$ cat src/rtl/atm_session_ctrl.sv
// ATM session sequencer: card accept, PIN check with retry limit, operation menu,
// saturating balance arithmetic, write-back and eject toward the card database.
module atm_session_ctrl #(
    parameter int CARD_W      = 3,
    parameter int BAL_W       = 20,
    parameter int USERS_NUM   = 7,
    parameter int MAX_TRIES   = 3,
    parameter int TIMEOUT_CYC = 1000
) (
    input  logic              clk,
    input  logic              rst,
    input  logic              card_in,
    input  logic [CARD_W-1:0] card_number,
    input  logic              pin_valid,
    input  logic              wrong_psw,
    input  logic [BAL_W-1:0]  balance_in,
    input  logic              op_valid,
    input  logic [1:0]        op_code,
    input  logic [BAL_W-1:0]  amount,
    output logic [CARD_W-1:0] card_sel,
    output logic              card_out,
    output logic              op_done,
    output logic [BAL_W-1:0]  updated_balance,
    output logic [BAL_W-1:0]  balance_disp,
    output logic              pin_err,
    output logic              pin_locked,
    output logic              insufficient,
    output logic              overflow,
    output logic              timeout
);

    localparam int TRY_W = (MAX_TRIES > 1) ? $clog2(MAX_TRIES) : 1;
    localparam int TMR_W = $clog2(TIMEOUT_CYC);
    localparam logic [CARD_W-1:0] SENTINEL = CARD_W'(USERS_NUM);
    localparam logic [TRY_W-1:0]  LAST_TRY = TRY_W'(MAX_TRIES - 1);
    localparam logic [TMR_W-1:0]  TMR_LAST = TMR_W'(TIMEOUT_CYC - 1);

    typedef enum logic [2:0] {IDLE, PIN_WAIT, PIN_CHECK, MENU, EXEC, EJECT} state_t;
    typedef enum logic [1:0] {OP_BAL = 2'b00, OP_WD = 2'b01, OP_DEP = 2'b10, OP_EXIT = 2'b11} op_t;

    state_t            state, state_nx;
    op_t               op_q, op_nx;
    logic [BAL_W-1:0]  bal, bal_nx, amt_q, amt_nx, upd_nx, disp_nx;
    logic [BAL_W:0]    dep_sum;
    logic [CARD_W-1:0] sel_nx;
    logic [TRY_W-1:0]  tries, tries_nx;
    logic [TMR_W-1:0]  timer, timer_nx;
    logic              card_out_nx, eject;
    logic              op_done_nx, pin_err_nx, pin_locked_nx;
    logic              insufficient_nx, overflow_nx, timeout_nx;

    assign dep_sum = {1'b0, bal} + {1'b0, amt_q};

    always_ff @(posedge clk or negedge rst) begin
        if (!rst) begin
            state           <= IDLE;
            op_q            <= OP_BAL;
            bal             <= '0;
            amt_q           <= '0;
            tries           <= '0;
            timer           <= '0;
            card_sel        <= SENTINEL;
            card_out        <= 1'b1;
            updated_balance <= '0;
            balance_disp    <= '0;
            op_done         <= 1'b0;
            pin_err         <= 1'b0;
            pin_locked      <= 1'b0;
            insufficient    <= 1'b0;
            overflow        <= 1'b0;
            timeout         <= 1'b0;
        end else begin
            state           <= state_nx;
            op_q            <= op_nx;
            bal             <= bal_nx;
            amt_q           <= amt_nx;
            tries           <= tries_nx;
            timer           <= timer_nx;
            card_sel        <= sel_nx;
            card_out        <= card_out_nx;
            updated_balance <= upd_nx;
            balance_disp    <= disp_nx;
            op_done         <= op_done_nx;
            pin_err         <= pin_err_nx;
            pin_locked      <= pin_locked_nx;
            insufficient    <= insufficient_nx;
            overflow        <= overflow_nx;
            timeout         <= timeout_nx;
        end
    end

    always_comb begin
        state_nx        = state;
        op_nx           = op_q;
        bal_nx          = bal;
        amt_nx          = amt_q;
        tries_nx        = tries;
        timer_nx        = '0;   // only an uneventful wait cycle keeps counting
        sel_nx          = card_sel;
        card_out_nx     = card_out;
        upd_nx          = updated_balance;
        disp_nx         = balance_disp;
        op_done_nx      = 1'b0;
        pin_err_nx      = 1'b0;
        pin_locked_nx   = 1'b0;
        insufficient_nx = 1'b0;
        overflow_nx     = 1'b0;
        timeout_nx      = 1'b0;
        eject           = 1'b0;

        case (state)
            IDLE: begin
                if (card_in) begin
                    if (card_number < SENTINEL) begin
                        sel_nx      = card_number;
                        card_out_nx = 1'b0;
                        tries_nx    = '0;
                        state_nx    = PIN_WAIT;
                    end else begin
                        state_nx = EJECT;
                    end
                end
            end
            PIN_WAIT: begin
                if (!card_in) begin
                    eject = 1'b1;
                end else if (pin_valid) begin
                    state_nx = PIN_CHECK;
                end else if (timer == TMR_LAST) begin
                    timeout_nx = 1'b1;
                    eject      = 1'b1;
                end else begin
                    timer_nx = timer + 1'b1;
                end
            end
            PIN_CHECK: begin
                if (!card_in) begin
                    eject = 1'b1;
                end else if (!wrong_psw) begin
                    bal_nx   = balance_in;
                    upd_nx   = balance_in;
                    disp_nx  = balance_in;
                    state_nx = MENU;
                end else if (tries == LAST_TRY) begin
                    pin_locked_nx = 1'b1;
                    eject         = 1'b1;
                end else begin
                    tries_nx   = tries + 1'b1;
                    pin_err_nx = 1'b1;
                    state_nx   = PIN_WAIT;
                end
            end
            MENU: begin
                if (!card_in) begin
                    eject = 1'b1;
                end else if (op_valid) begin
                    case (op_t'(op_code))
                        OP_BAL:  disp_nx = bal;
                        OP_EXIT: eject = 1'b1;
                        default: begin
                            op_nx    = op_t'(op_code);
                            amt_nx   = amount;
                            state_nx = EXEC;
                        end
                    endcase
                end else if (timer == TMR_LAST) begin
                    timeout_nx = 1'b1;
                    eject      = 1'b1;
                end else begin
                    timer_nx = timer + 1'b1;
                end
            end
            EXEC: begin
                if (!card_in) begin
                    eject = 1'b1;
                end else begin
                    state_nx = MENU;
                    if (op_q == OP_DEP) begin
                        op_done_nx  = 1'b1;
                        overflow_nx = dep_sum[BAL_W];
                        bal_nx      = dep_sum[BAL_W] ? '1 : dep_sum[BAL_W-1:0];
                    end else if (amt_q <= bal) begin
                        op_done_nx = 1'b1;
                        bal_nx     = bal - amt_q;
                    end else begin
                        insufficient_nx = 1'b1;
                    end
                    upd_nx  = bal_nx;
                    disp_nx = bal_nx;
                end
            end
            EJECT: begin
                if (!card_in) begin
                    sel_nx   = SENTINEL;
                    state_nx = IDLE;
                end
            end
            default: state_nx = IDLE;
        endcase

        // card_sel stays valid on the way into EJECT so the database writes the final balance
        if (eject) begin
            state_nx    = EJECT;
            card_out_nx = 1'b1;
        end
    end

endmodule

$ cat config.mk
export PLATFORM = sky130hd
export DESIGN_NAME = atm_session_ctrl
export DESIGN_NICKNAME = d
export VERILOG_FILES = /design/src/rtl/atm_session_ctrl.sv
export SDC_FILE = /design/constraint.sdc
export NUM_CORES = 1
export LEC_CHECK = 0
export BUFFER_PORTS_ARGS = -buffer_cell sky130_fd_sc_hd__buf_4
export CAP_MARGIN = 25
export CORE_AREA = 5 5 128 130
export DETAILED_ROUTE_END_ITERATION = 16
export DIE_AREA = 0 0 133 135
export SYNTH_ARGS = -nofsm -noshare
export SYNTH_HDL_FRONTEND = slang
export SYNTH_SLANG_ARGS = --single-unit
$ cat constraint.sdc
create_clock -name clk -period 3.15 [get_ports clk]
set_clock_uncertainty 0.1 [all_clocks]
set_input_delay 0.4725 -clock clk [delete_from_list [all_inputs] [get_ports clk]]
set_output_delay 0.4725 -clock clk [all_outputs]
set_load 0.1 [all_outputs]
==> flow_metrics.py <==
metrics = {
    "detailed_routing": {
        "routed_wirelength_mm": 21.3,
        "drc": 0,
        "avgRoutedWirePerCell_microns": 18.9,
        "drt_pass1_iterations": 5,
        "detail-route-antenna-nets": 0,
        "via_per_inst": 5.83,
        "drt-initial-drc-count": 554,
        "via_count": 6564,
    },
    "setup_path": {
        "end_kind": "flip-flop",
        "cp_cell_sequence": "inv_2 -> ha_4 -> fa_2 -> nor2b_4 -> o31a_1 -> o21a_2 -> o31ai_4 -> buf_6 -> nand2_2 -> o311a_1 -> a211oi_4 -> o22a_1",
        "slowest_delay_ps": 500,
        "path_class": "reg -> reg",
        "critical_path_required_ps": 3320,
        "start_kind": "flip-flop",
        "slowest_stage": "o31ai_4",
        "crit_fanout": 7,
        "regToRegSetupSlack_ps": 50,
        "arrival_ps": 3270,
    },
    "clock_tree": {
        "path_clk_slew_ps": 70,
        "clk_latency_ps": 350,
        "cts_htree_levels": 3,
        "clockRootBuffer": "clkbuf_16",
        "cts_tree": "built",
        "numCtsBuffers": 9,
        "clock-sinks": 87,
        "cts_buffer_depth": 2,
    },
    "floorplan": {
        "die_area_sq_mm": 0.0180,
        "rows": 45,
        "core_area_sq_mm": 0.0150,
        "die_x_microns": 133,
        "start_util_pct": 43.9,
        "pin_count": 101,
        "die_h_microns": 135,
    },
    "global_route": {
        "grt_use_total_pct": 23.4,
        "grt_overflow": 0,
        "grt_max_degree": 60,
        "antenna_found_initial": 0,
        "grt_pass1_vias": 6323,
        "grt_pass1_wl_mm": 33.6,
    },
    "synth": {
        "synth_cell_types": 73,
        "async_reset_ff_share_pct": 100,
        "synth.cell_area_sq_mm": 0.00660,
        "synth_top_flop_cell": "dfrtp_1",
        "netlist_instances": 816,
        "yosysTopAreaCell": "dfrtp_1",
        "yosys_warnings": 0,
        "synth_edf_count": 0,
        "syn_nets": 913,
        "synthTopCellsByArea": "dfrtp_1 31%, ha_1 8.3%, nand2_1 5.3%, nor2_1 5.3%, o21ai_0 5.0%",
        "synth.avg_cell_area_sq_um": 8.08,
        "synth_top_area_share_pct": 31.5,
        "ys_seq_elements": 87,
        "yosysSeqAreaShare_pct": 33.1,
        "synthTopCellsByCount": "94 x nand2_1, 94 x nor2_1, 83 x dfrtp_1",
    },
    "timing": {
        "max_freq_mhz": 323,
        "hold_viol_final": 0,
        "post-route-period-util_pct": 98.4,
        "setup_ws_ps": 50.5,
        "final_max_slew_viol_count": 0,
        "rsz0062_at_grt": "yes",
        "slew_headroom_pct": 61.2,
        "worst_slew_pin_slew_ps": 576,
        "min_period_ps": 3100,
        "setup_violations": 0,
        "hold_ws_ps": 217,
    },
    "finish": {
        "drive_gt1_share_pct": 24.8,
        "final_cells": 1125,
        "antenna_cells": 0,
        "area_growth_syn_to_layout_pct": 24.7,
        "nets": 1029,
    },
    "placement": {
        "io_buffers": 100,
        "detailed_place_hpwl_mm": 16.2,
        "dp_cells": 1102,
        "gp_congestion": 0.988,
        "post-place-ws_ps": 27.2,
    },
    "run": {
        "drv_cap": 0,
    },
    "hold_path": {
        "hp-class": "in -> reg",
    },
    "status": {
        "status": "finished clean",
    },
}
==> final timing paths <==
path | startpoint | to | depth (start not counted)
worst max-delay path | bal[0] | bal[9] | 12
min in group asynchronous | rst | balance_disp[7] | 2
worst min register to register | card_out | card_out | 2
worst min-delay path | amount[11] | amt_q[11] | 3
worst max register to register | bal[0] | bal[9] | 12
max in group asynchronous | rst | card_out | 3
==> layer usage <==
layer / part of all wire, % / global-route usage [%] / wire length (microns) / up-vias
li1: - / - / - / 3156
met1: 46 / 32.6 / 9750 / 3165
met2: 46 / 36.1 / 9740 / 216
met3: 6.8 / 5.81 / 1460 / 27
met4: 1.7 / 6.58 / 365 / 0
met5: 0 / 0 / 0 / -
==> sequential cells by signal (all words and copies together) (netlist names) <==
register      count
pin_locked        1
op_q              2
insufficient      1
amt_q            20
timer            10
overflow          1
card_out          1
tries             2
bal              20
state             3
timeout           1
pin_err           1
card_sel          3
balance_disp     20
op_done           1
==> critical path, delay by kind of cell (launching register included) <==
family | cells | cell delay [ps]
buffers and inverters | 2 | 260
adders and majority gates | 2 | 370
AOI/OAI and AO/OA | 6 | 1770
DFF | 1 | 420
and+or+nand+nor | 2 | 90
==> kinds of logic (layout without fill, tap and decap cells) <==
group	Yosys count	after routing	synth area share, %
simple gates	289	289	20.0
compound gates	265	265	26.5
buf+inv	91	212	6.22
flops	87	87	33.1
fa+ha+maj	46	46	8.95
xor+xnor	30	30	3.98
mux	8	8	1.27
==> placed cells by master (no fill, tap or decap), drive strengths merged, types with 21 or more instances in the layout <==
| master | instances |
|---|---|
| buf | 155 |
| nor2 | 94 |
| nand2 | 94 |
| dfrtp | 83 |
| o21ai | 71 |
| a21oi | 51 |
| a31oi | 44 |
| ha | 44 |
| inv | 40 |
| xnor2 | 22 |
| nand3 | 21 |
==> through the flow <==
step / setup TNS (ps) / util, % / instance area [sq um]
global placement: 0 / 51.5 / 7740
finish: 0 / 54.7 / 8230
CTS: 0 / 53.6 / 8070
floorplan: 0 / - / 6620
global route: -309 / 54.7 / 8230
detailed placement: 0 / 51.5 / 7740
==> timing repair <==
action	4_1_cts	5_1_grt
setup buffers	0	4
endpoints found under the hold margin	28	0
resized for setup	0	29
endpoints found under the setup margin	0	31
hold buffers	1	0
==> cell type report <==
cell class	instances	area (sq um)
inverter	40	150
timing repair buffer	156	1200
clock inverter	5	85.1
clock buffer	11	233
sequential	87	2200
fill	1422	6810
multi-input combinational	638	4120
tap	188	235
Power is left out: the tool's default activity adds up to more than one toggle a clock period on the data nets, which glitch-free logic cannot reach.
